File: config.mk
export PLATFORM = sky130hd
export DESIGN_NAME = ama_riscv_flow_ctrl_flat
export DESIGN_NICKNAME = d
export VERILOG_FILES = /design/src/rtl/ama_riscv_flow_ctrl_if.sv /design/src/rtl/ama_riscv_flow_ctrl.sv /design/src/flat_wrapper.sv
export SDC_FILE = /design/constraint.sdc
export NUM_CORES = 1
export LEC_CHECK = 0
export BUFFER_PORTS_ARGS = -buffer_cell sky130_fd_sc_hd__buf_2
export CAP_MARGIN = 20
export CORE_UTILIZATION = 32
export CTS_CLUSTER_SIZE = 16
export DETAILED_ROUTE_END_ITERATION = 10
export PLACE_DENSITY = 0.58
export SYNTH_ARGS = -nofsm -noshare
export SYNTH_HDL_FRONTEND = slang
export SYNTH_SLANG_ARGS = --single-unit
File: constraint.sdc
create_clock -name clk -period 1.56 [get_ports clk]
set_input_delay 0.156 -clock clk [delete_from_list [all_inputs] [get_ports clk]]
set_output_delay 0.156 -clock clk [all_outputs]
set_load 0.02 [all_outputs]
File: src/rtl/ama_riscv_flow_ctrl_if.sv
// Instruction-memory request/response handshake between the
// fetch flow controller (master) and the imem (slave).
interface ama_riscv_flow_ctrl_if;
    logic imem_req_valid;
    logic imem_req_ready;
    logic imem_rsp_valid;
    logic imem_rsp_ready;

    modport master (
        output imem_req_valid,
        output imem_rsp_ready,
        input  imem_req_ready,
        input  imem_rsp_valid
    );

    modport slave (
        input  imem_req_valid,
        input  imem_rsp_ready,
        output imem_req_ready,
        output imem_rsp_valid
    );
endinterface

File: src/rtl/ama_riscv_flow_ctrl.sv
// Front-end flow control: PC write, fetch handshake, DEC bubbles,
// post-reset stage clears and branch/jump stall or flush handling.
module ama_riscv_flow_ctrl #(
    parameter int FLOW_LAT    = 1,
    parameter int PREDICT_NT  = 0,
    parameter int RST_SEQ_LEN = 3
) (
    input  logic                   clk,
    input  logic                   rst,
    ama_riscv_flow_ctrl_if.master  imem,
    input  logic                   flow_inst_dec,
    input  logic                   res_valid,
    input  logic                   res_taken,
    output logic                   pc_we,
    output logic                   pc_redirect,
    output logic                   bubble_dec,
    output logic                   flush_young,
    output logic [RST_SEQ_LEN-1:0] clear,
    output logic [31:0]            stall_cnt
);
    typedef enum logic [1:0] {
        RST, STEADY, STALL_FLOW, STALL_IMEM
    } state_t;

    localparam logic [1:0] CNT_INIT = 2'(FLOW_LAT - 1);

    state_t state, state_nxt;
    logic [1:0] cnt, cnt_nxt;
    logic drop, drop_nxt;
    logic [RST_SEQ_LEN-1:0] clr_sr;
    logic req_valid, rsp_ready;
    logic redir, flow_stall, taken;

    assign taken      = res_valid && res_taken;
    assign redir      = (PREDICT_NT != 0) && taken;
    assign flow_stall = (PREDICT_NT == 0) && flow_inst_dec;

    always_ff @(posedge clk or posedge rst) begin
        if (rst) begin
            state <= RST;
            cnt   <= 2'd0;
            drop  <= 1'b0;
        end else begin
            state <= state_nxt;
            cnt   <= cnt_nxt;
            drop  <= drop_nxt;
        end
    end

    always_comb begin
        state_nxt = state;
        cnt_nxt   = cnt;
        drop_nxt  = drop;
        unique case (state)
            RST: state_nxt = STEADY;
            STEADY: begin
                if (redir) begin
                    state_nxt = STEADY;
                end else if (flow_stall) begin
                    cnt_nxt   = CNT_INIT;
                    state_nxt = STALL_FLOW;
                end else if (!imem.imem_rsp_valid) begin
                    state_nxt = STALL_IMEM;
                end
            end
            STALL_FLOW: begin
                if (cnt != 2'd0) cnt_nxt = cnt - 2'd1;
                else             state_nxt = STEADY;
            end
            STALL_IMEM: begin
                if (redir) begin
                    drop_nxt = 1'b1;
                end else if (imem.imem_rsp_valid) begin
                    if (drop) begin
                        drop_nxt = 1'b0;
                    end else if (flow_stall) begin
                        cnt_nxt   = CNT_INIT;
                        state_nxt = STALL_FLOW;
                    end else if (imem.imem_req_ready) begin
                        state_nxt = STEADY;
                    end
                end
            end
            default: state_nxt = RST;
        endcase
    end

    // redirect wins over both flow and imem stalls
    always_comb begin
        req_valid   = 1'b1;
        rsp_ready   = 1'b1;
        pc_we       = 1'b1;
        pc_redirect = 1'b0;
        bubble_dec  = 1'b0;
        flush_young = 1'b0;
        unique case (state)
            RST: bubble_dec = 1'b1;
            STEADY: begin
                if (redir) begin
                    pc_redirect = 1'b1;
                    flush_young = 1'b1;
                    bubble_dec  = 1'b1;
                end else if (flow_stall) begin
                    pc_we     = 1'b0;
                    req_valid = 1'b0;
                    rsp_ready = 1'b0;
                end else if (!imem.imem_rsp_valid) begin
                    pc_we      = 1'b0;
                    req_valid  = 1'b0;
                    bubble_dec = 1'b1;
                end
            end
            STALL_FLOW: begin
                bubble_dec = 1'b1;
                if (cnt != 2'd0) begin
                    pc_we     = 1'b0;
                    req_valid = 1'b0;
                    rsp_ready = 1'b0;
                end else begin
                    pc_redirect = taken;
                end
            end
            STALL_IMEM: begin
                if (redir) begin
                    pc_redirect = 1'b1;
                    flush_young = 1'b1;
                    bubble_dec  = 1'b1;
                end else if (!imem.imem_rsp_valid || drop) begin
                    pc_we      = 1'b0;
                    req_valid  = 1'b0;
                    bubble_dec = 1'b1;
                end else if (flow_stall) begin
                    pc_we     = 1'b0;
                    req_valid = 1'b0;
                    rsp_ready = 1'b0;
                end
            end
            default: begin
                pc_we      = 1'b0;
                req_valid  = 1'b0;
                bubble_dec = 1'b1;
            end
        endcase
    end

    assign imem.imem_req_valid = req_valid;
    assign imem.imem_rsp_ready = rsp_ready;

    always_ff @(posedge clk or posedge rst) begin
        if (rst) clr_sr <= '1;
        else     clr_sr <= clr_sr << 1;
    end

    assign clear = clr_sr;

    always_ff @(posedge clk or posedge rst) begin
        if (rst)             stall_cnt <= 32'd0;
        else if (bubble_dec) stall_cnt <= stall_cnt + 32'd1;
    end
endmodule

File: src/flat_wrapper.sv
// flat-port wrapper written by rule: the top's interface ports become plain ports
module ama_riscv_flow_ctrl_flat 
#(
    parameter int FLOW_LAT    = 1,
    parameter int PREDICT_NT  = 0,
    parameter int RST_SEQ_LEN = 3
)
  (clk, rst, flow_inst_dec, res_valid, res_taken, pc_we, pc_redirect, bubble_dec, flush_young, clear, stall_cnt, imem_imem_req_valid, imem_imem_rsp_ready, imem_imem_req_ready, imem_imem_rsp_valid);
  ama_riscv_flow_ctrl_if imem_i ();
  input  logic clk;
  input  logic rst;
  input  logic flow_inst_dec;
  input  logic res_valid;
  input  logic res_taken;
  output logic pc_we;
  output logic pc_redirect;
  output logic bubble_dec;
  output logic flush_young;
  output logic [RST_SEQ_LEN-1:0] clear;
  output logic [31:0] stall_cnt;
  output wire logic [$bits(imem_i.imem_req_valid)-1:0] imem_imem_req_valid;
  output wire logic [$bits(imem_i.imem_rsp_ready)-1:0] imem_imem_rsp_ready;
  input wire logic [$bits(imem_i.imem_req_ready)-1:0] imem_imem_req_ready;
  input wire logic [$bits(imem_i.imem_rsp_valid)-1:0] imem_imem_rsp_valid;
  assign imem_imem_req_valid = imem_i.imem_req_valid;
  assign imem_imem_rsp_ready = imem_i.imem_rsp_ready;
  assign imem_i.imem_req_ready = imem_imem_req_ready;
  assign imem_i.imem_rsp_valid = imem_imem_rsp_valid;
  ama_riscv_flow_ctrl #(.FLOW_LAT(FLOW_LAT), .PREDICT_NT(PREDICT_NT), .RST_SEQ_LEN(RST_SEQ_LEN)) u_core (.clk(clk), .rst(rst), .imem(imem_i), .flow_inst_dec(flow_inst_dec), .res_valid(res_valid), .res_taken(res_taken), .pc_we(pc_we), .pc_redirect(pc_redirect), .bubble_dec(bubble_dec), .flush_young(flush_young), .clear(clear), .stall_cnt(stall_cnt));
endmodule
# After elaboration in Yosys (flattened, before gate mapping)
# Index checks and enable logic that the tools add are counted.
[classes] n_eq_ne=8 n_mux=24 add_sub_neg=2 reduce_logical=7
[op_table] operator="adder 32 x 1 -> 32 bit, second input constant" n=1
[op_table] operator="two-way mux 2 bit" n=9
[op_table] operator="two-way mux 1 bit" n=10
[op_table] operator="one-hot mux 1 bit (3 select lines)" n=3
[op_table] operator="one-hot mux 2 bit (4 select lines)" n=1
[op_table] operator="inequality test 3 bit, second input constant" n=2
[op_table] operator="one-hot mux 2 bit (3 select lines)" n=1
[op_table] operator="equality test 2 bit, second input constant" n=2
[op_table] operator="inequality test 2 bit, second input constant" n=2
[op_table] operator="AND reduction 4 bit" n=1
[op_table] operator="AND reduction 3 bit" n=1
[op_table] operator="nonzero test 3 bit" n=1
[op_table] operator="equality test 2 x 1 -> 1 bit, second input constant" n=1
[op_table] operator="logical NOT 2 bit" n=1
[op_table] operator="inequality test 2 x 1 -> 1 bit, second input constant" n=1
[op_table] operator="nonzero test 2 bit" n=1
[op_table] operator="OR reduction 2 bit" n=1
[op_table] operator="subtractor 2 x 1 -> 2 bit, second input constant" n=1
[op_table] operator="logical AND 1 bit" n=1
[word_totals] in_bits=7 reg_bits=39 wordCells=45

# Logic depth before layout (Yosys ltp)
[logic_depth] depth_word=4 ltp_mapped=6 depth_no_buf=6

# Least setup slack after synthesis
# No wires, ideal clock.
[synth_timing] kind="register to register" from="register u_core.stall_cnt[5]" to="register u_core.stall_cnt[24]" arrival_time_ns=1.483 path_buffers=1 setup_time_ns=0.129 path_slack_ns=-0.052 path_stages_with_launch=7 period_less_slack_ns=1.612 required_ns=1.431 cell_sequence="dfrtp_1 and3_1 nand4_1 nor4bb_1 buf_4 nand4_2 xnor2_1"
[synth_via] elab_chain_cells=1
[synth_rtl] element="from (decl)" line_no="ama_riscv_flow_ctrl.sv:19" text="output logic [31:0] stall_cnt"
[synth_rtl] element="from (signal assigned)" line_no="ama_riscv_flow_ctrl.sv:158" text="else if (bubble_dec) stall_cnt <= stall_cnt + 32'd1;"
[synth_rtl] element="adder 32 x 1 -> 32 bit" line_no="ama_riscv_flow_ctrl.sv:158"
# Every way passes these cells.
# A chain may end at the register's enable or synchronous reset.

# Worst setup path after layout
[layout_timing] from="register u_core.stall_cnt[5]" to="register u_core.stall_cnt[26]"
# The elaborated chain is that of the path after synthesis.

==> metrics list <==
- Result of the run: finished clean
* Average detailed-routed wire length per instance: between 10 and 15 um
- Final WL: approximately 3700 um
* Yosys warning total: 0
- Slowest cell on crit path: dfrtp_2
* Most frequent cells in the layout: 44 x buf_2, 32 x dfrtp_1, 22 x buf_4, 17 x xnor2_1, 17 x nor2_1
- The worst setup path is captured at a register.
* DR DRC count: 0
* Accumulated negative setup slack: 0 ns
- The analysis attributes to cell leakage a power of ~0.0013 uW.
- Number of antenna repair diodes: 0
- Count of final setup violators: 0
* Count of buffering cells on the critical path with inverters included: 1
- FILL cells: approximately 500
- The synthesized design contains 39 register bits.
* Starting Density: between 30% and 40%
* Destination of the worst register-to-register timing path: u_core.stall_cnt[26]$_DFFE_PP0P_
* Cell chosen for the clock root: clkbuf_8
* Worst-path maximum fanout: 7
- Final Hold Violating Endpoints: 0
* Path type of the worst min-delay path: in -> reg
- Cell type with the largest total area after synthesis: dfrtp_1
* Boundary Pins: 48
- Overall global routing resource usage: 13.50%
- The congestion estimate from routability-driven global placement came to a little over 0.7.
- Start point of the worst hold path: flow_inst_dec
* Main area contributors after synthesis: dfrtp_1 51%, xnor2_1 8.4%, xor2_1 7.0%
- Slack of the worst reg-to-reg path: between 0.006 and 0.007 ns
* Yosys top cell area share: 51.06%
* DIE AREA: 5814 um2
- The net count of the finished layout is 243.
- Number of clock sinks seen by CTS: 39
* Placeable core area: 5205 um2
* Via density: 4.554
- At the later pin of the worst-skew pair, clock insertion delay measures between 0.2 and 0.3 ns.
* Synthesized area divided by synthesized cell count: 10.89 um2
- CP required: approximately 1.7 ns
- Setup repair after global routing missed its margin: yes
- In this run, CTS created clock tree buffers numbering 5.
* Final critical-path share of the clock period: roughly 100%
- The tool flagged a number of max-cap violations equal to 0.
* Number of I/O port buffers: 46
* Terminating pin of the worst hold path: u_core.state[0]$_DFFE_PP0P_
- Portion of the post-synthesis area used by sequential elements: a little under three fifths
* Worst setup path class: reg -> reg
- In this run the remaining antenna-violating nets after routing total 0.
- After clock tree synthesis, the clock-pin slew on the worst setup and hold paths is 0.08 ns.
- Via count of the first global-routing pass: 1,255
- Once layout is complete, the utilization of the core stands at 47.57%.
- Worst clock skew: between 0.003 and 0.004 ns
* Minimum clock period after layout: between 1.5 and 2 ns
- Initial antenna violation count: 0
- Area growth from synthesis to layout: 40.35%
- After floorplanning, the core was divided into 26 placement rows.
- Detailed placement ended at an HPWL of approximately 2600 um.
- In this run, the number of DRC markers left after iteration 0 of detailed routing was 57.
- TritonCTS clock tree: yes
* Largest vdd supply drop: 0.4718 mV
* Cell count of the worst hold path: 2
* Ratio of cells with drive above 1 in the final layout: 42.98%
* Power density over cell area: 1344 nW/um2
- CP peak stage delay: approximately 0.4 ns
* Most common cell after layout, fill and taps aside: buf_2
- Synthesized instance count: 162
- The worst setup path is launched from a register.
- The cell area that synthesis handed to floorplanning was around 1800 um2.
- Static timing analysis puts the maximum clock frequency at 643.5 MHz.
- H-Tree Level Count: 2
- Buffer levels on the longest clock path: 2
- Reg2reg path depth: 6
- For this block, the via count after detailed routing is about 1,400.
- Die extent in x: around 76 um
- Library cells used by synthesis: 29
* Startpoint of the worst register-to-register path: u_core.stall_cnt[5]$_DFFE_PP0P_
* Top delay family on crit path: simple AND/OR/NAND/NOR gates
- Entering global routing, the biggest net connects 40 pins.
* Total grt overflow: 0
- Traced cell by cell, the critical path runs through and3_4 > nand4_1 > nor4bb_1 > buf_4 > nand3_2 > xnor2_1.
- The pre-antenna-repair detailed-routing pass consisted of 4 iterations.
- Worst Path Arrival: about 1.7 ns
- Global-route wire length before repair: 6106 um
* Die H: between 70 and 80 um
- The total count of max-transition violations in the final report was 0.
-- what timing repair did --
item / CTS / global route
buffers inserted: 4 / 2
pin swaps: 7 / 4
endpoints found under the setup margin: 7 / 21
resized for setup: 11 / 10
endpoints found under the hold margin: 36 / 0
hold buffers: 1 / 0
-- area by class of cell --
type	count	area, um2	share of cell area [%]
tap	70	87.58	3.537
multi-input combinational	115	834.6	33.70
timing repair buffer	69	417.9	16.88
inverter	4	15.01	0.6064
clock buffer	5	68.82	2.779
clock inverter	3	67.56	2.729
sequential	39	984.7	39.77
-- registers in the layout, summed over array words and instances (netlist names) --
| register | count |
|---|---|
| u_core.clear | 3 |
| u_core.cnt | 2 |
| u_core.stall_cnt | 32 |
| u_core.state | 2 |
-- cell usage after synthesis --
master	number
o21ai_2	1
nand3_1	12
nor4bb_1	1
a22o_1	1
buf_2	1
or2_2	1
clkbuf_1	1
a21oi_1	1
nor3_2	1
nor2b_2	1
nand2b_1	3
and3_1	6
ha_1	2
mux2i_1	1
mux2_2	1
xnor2_1	17
dfrtp_1	36
a31oi_1	2
nand4_1	10
nand2_1	14
conb_1	1
inv_1	4
buf_4	3
nand4_2	2
and3b_1	1
dfstp_2	3
xor2_1	14
o21ai_0	2
nor2_1	19
-- routing by layer --
layer  track usage [%]  part of all wire (%)  vias to the layer above
li1                  -                     -                      687
met1             17.64                    47                      665
met2             21.17                    48                       32
met3             3.353                   4.0                        5
met4             5.769                   1.4                        0
met5                 0                     0                        -
-- through the flow --
step,setup WS (ns),hold slack (ns),cells,area [um2],power (uW)
global placement,-0.03233,0.3028,290,2180,2126
floorplan,0.01074,0.2662,163,1773,1839
detailed placement,-0.01293,0.3106,290,2180,2142
global route,-0.05806,0.1483,305,2476,3530
finish,0.006052,0.1347,305,2476,3327
CTS,-0.007715,0.08916,303,2419,3283
-- worst max-delay path by stage --
stage	start	endpoint	slack, ns	cells after the start
after global placement	u_core.stall_cnt[5]$_DFFE_PP0P_	u_core.stall_cnt[24]$_DFFE_PP0P_	-0.03	6
final	u_core.stall_cnt[5]$_DFFE_PP0P_	u_core.stall_cnt[26]$_DFFE_PP0P_	0.006	6
after detailed placement	u_core.stall_cnt[5]$_DFFE_PP0P_	u_core.stall_cnt[24]$_DFFE_PP0P_	-0.01	6
after CTS	u_core.stall_cnt[5]$_DFFE_PP0P_	u_core.stall_cnt[30]$_DFFE_PP0P_	-0.008	6
after floorplan	u_core.stall_cnt[10]$_DFFE_PP0P_	u_core.stall_cnt[24]$_DFFE_PP0P_	0.01	6
after global routing	u_core.stall_cnt[5]$_DFFE_PP0P_	u_core.stall_cnt[18]$_DFFE_PP0P_	-0.06	6
-- kinds of logic (layout without fill, tap and decap cells) --
family / after synthesis / after routing / synth area share, %
adder cells (fa/ha/maj): 2 / 2 / 1.418
AO/OA/AOI/OAI: 7 / 7 / 2.553
multiplexers: 2 / 2 / 1.206
XOR/XNOR: 31 / 31 / 15.39
AND/OR/NAND/NOR: 71 / 71 / 21.06
buffers and inverters: 9 / 81 / 2.623
other: 1 / 2 / 0.2126
flip-flops: 39 / 39 / 55.53
-- where the power goes --
group	switching [uW]	internal, uW
Combinational	568	486
Sequential	124	1150
Clock	358	638
Power figures use the tool's default switching activity.
